## src/rtl/fetch_pkg.sv

```systemverilog
// Shared fetch-side types and line geometry, used by the line-fill engine and the fetch cache.
package fetch_pkg;

  localparam int unsigned WORD_W         = 32;
  localparam int unsigned WORDS_PER_LINE = 4;
  localparam int unsigned LINE_W         = 128;

  typedef enum logic [1:0] {
    IDLE = 2'd0,
    FILL = 2'd1,
    DONE = 2'd2
  } fill_state_e;

endpackage

```

## src/rtl/fetch_line_assembler.sv

```systemverilog
// Four word registers forming one cache line.
// Each word is written individually by index and cleared synchronously.
module fetch_line_assembler #(
  parameter int WORD_W = 32
) (
  input  logic                  clk,
  input  logic                  clear,
  input  logic                  we,
  input  logic [1:0]            idx,
  input  logic [WORD_W-1:0]     wdata,
  output logic [4*WORD_W-1:0]   line_out
);
  import fetch_pkg::*;

  logic [WORD_W-1:0] word_q [WORDS_PER_LINE];
  logic [WORD_W-1:0] word_d [WORDS_PER_LINE];

  always_comb begin
    word_d = word_q;
    if (we) word_d[idx] = wdata;
  end

  always_ff @(posedge clk) begin
    if (clear) begin
      for (int unsigned i = 0; i < WORDS_PER_LINE; i++) word_q[i] <= '0;
    end else begin
      word_q <= word_d;
    end
  end

  always_comb begin
    line_out = '0;
    for (int unsigned i = 0; i < WORDS_PER_LINE; i++)
      line_out[i*WORD_W +: WORD_W] = word_q[i];
  end

endmodule

```

## src/rtl/fetch_line_fill.sv

```systemverilog
// Instruction-cache line fill engine: fetches the four words of a missing line.
// Define FETCH_LINE_FILL_CWF_EN to start at the missing word and wrap (critical word first).
module fetch_line_fill #(
  parameter int ADDR_W = 32,
  parameter int WORD_W = 32
) (
  input  logic                  clk,
  input  logic                  rst,
  input  logic                  miss_req,
  input  logic [ADDR_W-1:0]     miss_addr,
  input  logic                  flush,
  output logic                  busy,
  output logic                  mem_rd,
  output logic [ADDR_W-1:0]     mem_addr,
  input  logic [WORD_W-1:0]     mem_rdata,
  input  logic                  mem_ready,
  output logic [4*WORD_W-1:0]   line_out,
  output logic                  line_valid
);
  import fetch_pkg::*;

  fill_state_e       state_q, state_d;
  logic [ADDR_W-3:0] line_q, line_d;
  logic [1:0]        idx_q, idx_d;
  logic [1:0]        cnt_q, cnt_d;
  logic [1:0]        start_idx;
  logic              wr_en;

`ifdef FETCH_LINE_FILL_CWF_EN
  assign start_idx = miss_addr[1:0];
`else
  logic unused_offset;
  assign unused_offset = ^miss_addr[1:0];
  assign start_idx     = 2'b00;
`endif

  // idx_q walks the line mod 4; cnt_q counts accepted words independently of the start word.
  always_comb begin
    state_d = state_q;
    line_d  = line_q;
    idx_d   = idx_q;
    cnt_d   = cnt_q;
    wr_en   = 1'b0;
    case (state_q)
      IDLE: begin
        if (miss_req && !flush) begin
          state_d = FILL;
          line_d  = miss_addr[ADDR_W-1:2];
          idx_d   = start_idx;
          cnt_d   = 2'd0;
        end
      end
      FILL: begin
        if (flush) begin
          state_d = IDLE;
        end else if (mem_ready) begin
          wr_en = 1'b1;
          idx_d = idx_q + 2'd1;
          cnt_d = cnt_q + 2'd1;
          if (cnt_q == 2'd3) state_d = DONE;
        end
      end
      DONE:    state_d = IDLE;
      default: state_d = IDLE;
    endcase
  end

  always_ff @(posedge clk) begin
    if (rst) begin
      state_q <= IDLE;
      line_q  <= '0;
      idx_q   <= '0;
      cnt_q   <= '0;
    end else begin
      state_q <= state_d;
      line_q  <= line_d;
      idx_q   <= idx_d;
      cnt_q   <= cnt_d;
    end
  end

  assign busy       = (state_q != IDLE);
  assign mem_rd     = (state_q == FILL);
  assign mem_addr   = mem_rd ? {line_q, idx_q} : '0;
  assign line_valid = (state_q == DONE) && !flush;

  fetch_line_assembler #(
    .WORD_W (WORD_W)
  ) u_asm (
    .clk      (clk),
    .clear    (rst),
    .we       (wr_en),
    .idx      (idx_q),
    .wdata    (mem_rdata),
    .line_out (line_out)
  );

endmodule

```

## config.mk

```make
export PLATFORM = sky130hd
export DESIGN_NAME = fetch_line_fill
export DESIGN_NICKNAME = d
export VERILOG_FILES = /design/src/rtl/fetch_pkg.sv /design/src/rtl/fetch_line_assembler.sv /design/src/rtl/fetch_line_fill.sv
export SDC_FILE = /design/constraint.sdc
export NUM_CORES = 1
export LEC_CHECK = 0
export CAP_MARGIN = 20
export CORE_UTILIZATION = 40
export CTS_CLUSTER_SIZE = 28
export DETAILED_ROUTE_END_ITERATION = 7
export PLACE_DENSITY = 0.69
export SYNTH_ARGS = -nofsm -noshare
export SYNTH_HDL_FRONTEND = slang
export SYNTH_SLANG_ARGS = --single-unit
```

## constraint.sdc

```tcl
create_clock -name clk -period 1.8 [get_ports clk]
set_input_delay 0.54 -clock clk [delete_from_list [all_inputs] [get_ports clk]]
set_output_delay 0.54 -clock clk [all_outputs]
set_load 0.02 [all_outputs]
```

==> flow_metrics.tcl, run 1 <==
set metrics [dict create \
    drcViolationCount 0 \
    hold_start "line_q[19]$_SDFFE_PP0P_" \
    rows 46 \
    path_cells "nor2b_4 > buf_6 > buf_16 > and2_4 > buf_6" \
    h-tree-depth 4 \
    end_kind "primary output" \
    port_buffers 229 \
    grt-ovfl-total 0 \
    hold_viol_final 0 \
    fin_worst_skew_ns 0.00820 \
    path_buf_inv 3 \
    power_switching_uw 1760 \
    p_seq_frac 0.463 \
    synth_top_cell_by_area "dfxtp_1" \
    finalCritPeriodShare 1.09 \
    drtIter0Drc 208 \
    power_uw 7980 \
    path_class "flip-flop to primary output" \
    drive_gt1_frac 0.168 \
    setup_ws_ns -0.170 \
    dp_slack_ns -0.540 \
    final_max_slew_viol_count 0 \
    whs_path_depth 2 \
    synth_fp_nets 728 \
    floorplan.io_pins 232 \
    cts_buffer_depth 2 \
    clk_pin_slew_ns 0.06 \
    wirelength_um 18100 \
    yosysSeqAreaShare 0.494 \
    numCtsBuffers 17 \
    synth_area_um2 6650 \
    crit_top_cell "buf_6" \
    dp_hpwl_um 12100 \
    finalSetupTns_ns -5.40 \
    viasPerCell 4.71 \
    worstPathRequired_ns 1.26 \
    regToRegSetupSlack_ns -0.02 \
    max-slew-margin-rel 0.753 \
    grt_use_total 0.213 \
    initial_core_util 0.414 \
    ys_top_cells_by_area "dfxtp_1, mux2i_1, nand2b_1" \
    fillCellCount 1278 \
    finish.utilization 0.638 \
    peakVddDrop_mv 0.637 \
    violations "negative setup slack" \
    die_w_um 131 \
    min_path_type "flip-flop to flip-flop" \
    clock.fmax_ghz 0.508 \
    synth_top_area_share 0.494 \
    cap_violations 0 \
    synth.avg_cell_area_um2 10.2 \
    coreArea_um2 16100 \
    wire_per_inst_um 16.0 \
    grt_pass1_vias 5409 \
    antenna_found_initial 0 \
    vias 5325 \
    reg2reg_from "state_q[1]$_SDFFE_PP0P_" \
    final_common_cell "dfxtp_1" \
    min_period_ns 1.97 \
    worstPathMaxFanout 9 \
    status "finished, violations left" \
    p_int_uw 6220 \
    cts_tree "built" \
    fp.dieH_um 131 \
    insertion_delay_ns 0.41 \
    rsz0062_at_grt "true" \
    pwr-share-comb 0.078 \
    fin_nets 976 \
    setup_viol 45 \
    die-area_um2 17100 \
    synth_warnings 0 \
    crit_slowest_cell "dfxtp_4" \
    numClockSinks 164 \
    p_leak_uw 0.00513 \
    ys_ff_latch 164 \
    critical_path.top_delay_family "buffers and inverters" \
    diodes 0 \
    start_kind "flip-flop" \
    power_switching_share 0.220 \
    ant_nets 0 \
    rr_worst_depth 9 \
    most-common-layout-cells "dfxtp_1, nand2b_1, mux2i_1, dlygate4sd2_1, clkdlybuf4s50_1" \
    synth.distinct_cells 29 \
    power.density_nw_per_um2 779 \
    r2r-end "u_asm.line_out[18]$_SDFFE_PP0P_" \
    hold_path_end "line_q[19]$_SDFFE_PP0P_" \
    dr.pass1.iters 4 \
    crit_arrival_ns 1.43 \
    grt_pass1_wl_um 28100 \
    clkPwrFrac 0.459 \
    worst_pin_slew_ns 0.369 \
    cts_root_buf "clkbuf_16" \
    grt_start_max_net_pins 73 \
    place_congestion 0.737 \
    crit_path_max_incr_delay_ns 0.35 \
    areaGrowthSynthToFinish_pct 54.2 \
    syn_inst 654 \
]
[metrics by stage]
stage / instances / hold WS [ns] / instance area (um^2)
2_1_floorplan: 654 / 0.432 / 6650
3_3_place_gp: 1081 / 0.438 / 9360
3_5_place_dp: 1081 / 0.442 / 9360
4_1_cts: 1122 / 0.451 / 10100
5_1_grt: 1131 / 0.484 / 10200
6_report: 1131 / 0.452 / 10200
[kinds of logic (layout without fill, tap and decap cells)]
| kind of cell | count (synthesis) | count (layout) | synth area share |
|---|---|---|---|
| compound gates | 36 | 36 | 0.0286 |
| fa+ha+maj | 5 | 5 | 0.00941 |
| buf+inv | 48 | 309 | 0.0371 |
| flops | 164 | 164 | 0.494 |
| mux | 129 | 129 | 0.194 |
| simple gates | 272 | 272 | 0.236 |
[cell usage after synthesis]
| library cell | count |
|---|---|
| dfxtp_1 | 164 |
| nand2b_1 | 160 |
| mux2i_1 | 129 |
| nand2_1 | 62 |
| and2_1 | 34 |
| a21oi_1 | 32 |
| clkbuf_1 | 22 |
| buf_2 | 13 |
| buf_4 | 5 |
| ha_1 | 5 |
| nand2_2 | 3 |
| a211oi_1 | 2 |
| buf_1 | 2 |
| buf_8 | 2 |
| inv_1 | 2 |
| nand3b_1 | 2 |
| nor2_1 | 2 |
| o31ai_1 | 2 |
| and3b_1 | 1 |
| buf_6 | 1 |
| clkbuf_2 | 1 |
| nand4b_2 | 1 |
| nor2b_1 | 1 |
| nor3_1 | 1 |
| nor3b_1 | 1 |
| nor4b_1 | 1 |
| nor4bb_2 | 1 |
| or2_2 | 1 |
| or4b_1 | 1 |
[power groups by stage]
stage	logic [uW]	clock network, uW	registers, uW
after floorplan	254	0	3790
after global placement	545	0	3770
after detailed placement	556	0	3780
after CTS	597	3740	3700
after global routing	664	3900	3700
final	620	3670	3700
[routing by layer]
| layer | global-route usage | up-vias | wire length (um) |
|---|---|---|---|
| li1 | - | 2633 | - |
| met1 | 0.253 | 2495 | 7860 |
| met2 | 0.362 | 166 | 8740 |
| met3 | 0.0558 | 31 | 1050 |
| met4 | 0.0899 | 0 | 455 |
| met5 | 0 | - | 0 |
[repair_timing]
action,in CTS,in global routing
setup buffers,5,8
hold buffers,0,0
pin swaps,12,7
gates cloned,4,2
setup endpoints to repair,185,47
gates resized for setup,377,19
[worst max-delay path by stage]
stage,startpoint,end,slack (ns),cells after the start
CTS,state_q[0]$_SDFFE_PP0P_,mem_addr[22],-0.18,5
detailed placement,flush,line_valid,-0.54,3
global route,state_q[1]$_SDFFE_PP0P_,mem_addr[16],-0.24,5
floorplan,state_q[0]$_SDFFE_PP0P_,mem_addr[10],0.09,4
global placement,flush,line_valid,-0.55,3
finish,state_q[1]$_SDFFE_PP0P_,mem_addr[1],-0.17,5
[worst register-to-register path, delay by kind of cell, from the launching register on]
| kind | cells | cell delay (ns) |
|---|---|---|
| AND/OR/NAND/NOR | 2 | 0.35 |
| buffers and inverters | 6 | 0.88 |
| flip-flops | 1 | 0.35 |
| multiplexers | 1 | 0.12 |
[sequential cells by signal, summed over array words and instances, names as in the netlist]
signal          cells
u_asm.line_out    128
line_q             30
cnt_q               2
idx_q               2
state_q             2
[layout make-up]
class,count,area (um^2),share of cell area
sequential,164,3290,0.321
multi-input combinational,442,3250,0.317
timing repair buffer,275,2830,0.276
clock buffer,22,484,0.0473
tap,216,270,0.0264
clock inverter,10,121,0.0118
inverter,2,7.51,0.000733
Power figures use the tool's default switching activity.
==> run 2, diff against run 1 <==
--- a/config.mk
+++ b/config.mk
@@ -7,6 +7,7 @@
 export LEC_CHECK = 0
 export CAP_MARGIN = 20
 export CORE_UTILIZATION = 40
+export CTS_CLUSTER_DIAMETER = 200
 export CTS_CLUSTER_SIZE = 28
 export DETAILED_ROUTE_END_ITERATION = 7
 export PLACE_DENSITY = 0.69
==> results of run 2 <==
The final DEF is identical to that of run 1; final timing and power are the same.
==> run 3, diff against run 2 <==
--- a/config.mk
+++ b/config.mk
@@ -10,6 +10,7 @@
 export CTS_CLUSTER_DIAMETER = 200
 export CTS_CLUSTER_SIZE = 28
 export DETAILED_ROUTE_END_ITERATION = 7
+export GPL_ROUTABILITY_DRIVEN = 0
 export PLACE_DENSITY = 0.69
 export SYNTH_ARGS = -nofsm -noshare
 export SYNTH_HDL_FRONTEND = slang
==> results of run 3 <==
The final DEF is identical to that of run 1; final timing and power are the same.
==> patch 1, RTL diff (flow settings as in run 1) <==
`WORD_W` is set to 32 in 3 places; all go to 64.
--- a/src/rtl/fetch_pkg.sv
+++ b/src/rtl/fetch_pkg.sv
@@ -3,3 +3,3 @@
 
-  localparam int unsigned WORD_W         = 32;
+  localparam int unsigned WORD_W         = 64;
   localparam int unsigned WORDS_PER_LINE = 4;
--- a/src/rtl/fetch_line_assembler.sv
+++ b/src/rtl/fetch_line_assembler.sv
@@ -3,3 +3,3 @@
 module fetch_line_assembler #(
-  parameter int WORD_W = 32
+  parameter int WORD_W = 64
 ) (
--- a/src/rtl/fetch_line_fill.sv
+++ b/src/rtl/fetch_line_fill.sv
@@ -4,3 +4,3 @@
   parameter int ADDR_W = 32,
-  parameter int WORD_W = 32
+  parameter int WORD_W = 64
 ) (
Ports: changed (resized line_out and mem_rdata); port bits go from 232 to 392. No check against the original RTL was run, so the function may have changed too.
==> patch 1 against run 1 <==
Total power rose by 73%. Critical endpoint is now mem_addr[26]. Area after synthesis rose by 75%. Largest power group unchanged. Highest routed layer unchanged. Sequential cell count rose by 128. Critical path depth did not move. The flow still finishes with violations (negative setup slack). Worst setup slack got worse by 0.18 ns. Design area rose by 68%. Wire length rose by 81%. First-iteration DRC count rose by 56%.
==> patch 1: results <==
[setup_path]
cpMaxStageDelayCell = "dfxtp_2"
cp_data_arrival_time_ns = 1.61
cp_max_fo = 5
crit_path_end = "mem_addr[26]"
max_stage_delay_ns = 0.33
r2r_cells = 7
worstReg2RegEnd = "line_q[3]$_SDFFE_PP0P_"

[synth]
synth_cell_type_count = 26
synthTopCellsByArea = "dfxtp_1, mux2i_1, nand2b_1"
synth_fp_nets = 1205
seq_area_frac_synth = 0.503
synth_top_cells_by_count = "nand2b_1, dfxtp_1, mux2i_1"

[power_and_ir_drop]
p_leak_nw = 8.08
peakVddDrop_v = 0.000608

[timing]
finalSetupTns_ns = -10.26
skew_ns = 0.0123
slew_headroom = 0.800
holdWs_ns = 0.396
setup_slack_ns = -0.346
setup_viol = 35

[clock_tree]
clk_latency_ns = 0.55
cts_buffers = 31
clockBufferDepth = 3
htreeDepth = 1

[routing]
first_pass_iters = 4
vias_per_cell = 4.65
first_iter_violations = 324

[finish]
fin_nets = 1618
n_fill_cell = 2435
drive_gt1_frac = 0.178
largest_reg_flops = 256

[grt]
grt_pass1_vias = 9007
grt_pass1_wl_mm = 51.1
grtUsageTotal = 0.212

[min_path]
min_path_type = "input pin to flip-flop"

[outcome]
status = "complete, but fails checks"
violations = "negative setup slack"

[place]
io_buffers = 389
post-dp-hpwl_mm = 22.2
globalplace.congestion = 0.794
-- patch 1: through the flow --
stage / power [mW] / area [um2] / std cells
global route: 14.3 / 17200 / 1921
finish: 13.8 / 17200 / 1921
global placement: 7.53 / 16200 / 1843
CTS: 13.9 / 17200 / 1910
detailed placement: 7.54 / 16200 / 1843
floorplan: 7.11 / 11600 / 1099
-- patch 1: logic make-up after synthesis --
group,synth area share
buffers and inverters,0.0329
adder cells (fa/ha/maj),0.00538
multiplexers,0.221
AND/OR/NAND/NOR,0.221
flip-flops,0.503
AO/OA/AOI/OAI,0.0164
-- patch 1: power by group through the flow --
stage               Combinational [mW]  Clock, mW  Sequential (mW)
detailed placement               0.849          0             6.69
global placement                 0.847          0             6.69
global route                     0.945       6.78             6.55
floorplan                        0.396          0             6.71
finish                           0.880       6.34             6.55
CTS                              0.876       6.47             6.55
-- patch 1: layer usage --
layer  part of all wire  track usage  vias to the layer above
met4              0.024       0.0592                        0
met5                  0            0                        -
met1               0.42        0.259                     4205
li1                   -            -                     4421
met2               0.47        0.358                      274
met3              0.080       0.0659                       41
-- patch 1: layout make-up --
type	count	area [um2]	share of cell area
clock buffers	54	972	0.0564
clock inverters	4	48.8	0.00283
inverters	2	7.51	0.000436
multi-input cells	730	5500	0.319
flip-flops and latches	292	5850	0.339
well taps	384	480	0.0279
repair buffers	455	4370	0.254
-- patch 1: worst min path at each step --
stage / end / depth (start not counted) / start
floorplan: line_q[0]$_SDFFE_PP0P_ / 2 / line_q[0]$_SDFFE_PP0P_
global placement: line_q[9]$_SDFFE_PP0P_ / 2 / line_q[9]$_SDFFE_PP0P_
detailed placement: line_q[9]$_SDFFE_PP0P_ / 2 / line_q[9]$_SDFFE_PP0P_
CTS: u_asm.line_out[86]$_SDFFE_PP0P_ / 3 / rst
global route: u_asm.line_out[86]$_SDFFE_PP0P_ / 3 / rst
finish: u_asm.line_out[193]$_SDFFE_PP0P_ / 3 / rst
-- patch 1: worst register-to-register path: stages (launching register included) --
cell and delay, ns:
dfxtp_2 0.32, buf_4 0.13, buf_6 0.12, buf_4 0.13, or4b_1 0.52, buf_4 0.22, nand2_1 0.09, a21oi_1 0.07
-- patch 1: what timing repair did --
item / CTS / global route
buffers inserted: 5 / 10
cloned: 4 / 4
resized for setup: 599 / 212
pin swaps: 18 / 10
setup endpoints to repair: 291 / 261
==> patch 2, RTL diff (flow settings as in run 1) <==
Made on the original files. Make the reset (`rst`) asynchronous in one clocked block.
--- a/src/rtl/fetch_line_fill.sv
+++ b/src/rtl/fetch_line_fill.sv
@@ -67,3 +67,3 @@
 
-  always_ff @(posedge clk) begin
+  always_ff @(posedge clk or posedge rst) begin
     if (rst) begin
Behaviour: differs if rst is asserted again (counterexample within 4 cycles, from zero or initial values and one cycle with rst high); with rst held inactive, the same outputs for 4 cycles.
==> patch 2 against run 1 <==
The run still ends with negative setup slack left. Design area up 1.2%. Sequential cell count stayed put. Synthesized cell count up 13%. Wire length increased by 15%. Area after synthesis down 1.5%. Worst setup slack worse by 0.048 ns. Critical path depth fell by 1. Clock skew is essentially flat. Non-clock buffer count rose by 8. Critical endpoint is now mem_addr[20].
Power is not compared: it rests on default switching activity, and its combinational part moved more than twofold at a synthesized area within 25%.
==> patch 2: results <==
[setup_path]
max_stage_delay_ns = 0.43
worstReg2RegEnd = "u_asm.line_out[102]$_SDFFE_PP0P_"
r2r_cells = 8
cp_max_fo = 11

[finish]
nMultiInputCombCells = 508
clock_buffers = 20
fin_nets = 1053
multi_input_comb_area_um2 = 3120

[timing]
skew_ns = 0.00810
tightest_slew_ns = 0.821
setup_slack_ns = -0.219
setup_viol = 97

[synth]
seq_area_frac_synth = 0.529
ys_async_sr_fraction = 0.220
synth_top_cell_area_share = 0.392
synthTopCellsByArea = "dfxtp_1, dfrtp_1, nand2_1"
synth_top_cells_by_count = "nand2_1, dfxtp_1, nand3_1"
synth-compound-area-share = 0.103
synthAdderAreaFrac = 0.00956

[place]
globalplace.congestion = 0.760
pre_cts_ws_ns = -0.509

[clock_tree]
cts_setup_buffers = 2

[outcome]
violations = "negative setup slack"
status = "complete, but fails checks"

[routing]
vias = 6114
[patch 2: cell count changes in the layout (fill, tap and decap cells not counted), sizes merged, moves of 32 or more]
cell,delta
nand3,+68
a21oi,+32
mux2i,-64
dfrtp,+36
nand2,+128
dfxtp,-36
o21ai,+65
nand2b,-160
[patch 2: routing by layer]
layer,GRT usage,routed length (um)
met3,0.0804,1660
met5,0,0
met1,0.297,9030
met2,0.375,9860
met4,0.0759,337
[patch 2: where the power goes]
| part | internal (mW) | switching [mW] | total, mW | leakage (nW) |
|---|---|---|---|---|
| Clock | 2.04 | 1.55 | 3.59 | 0.280 |
| Combinational | 0.833 | 1.28 | 2.11 | 3.08 |
| Sequential | 3.86 | 0.121 | 3.98 | 1.48 |
| Total | 6.74 | 2.95 | 9.69 | 4.85 |
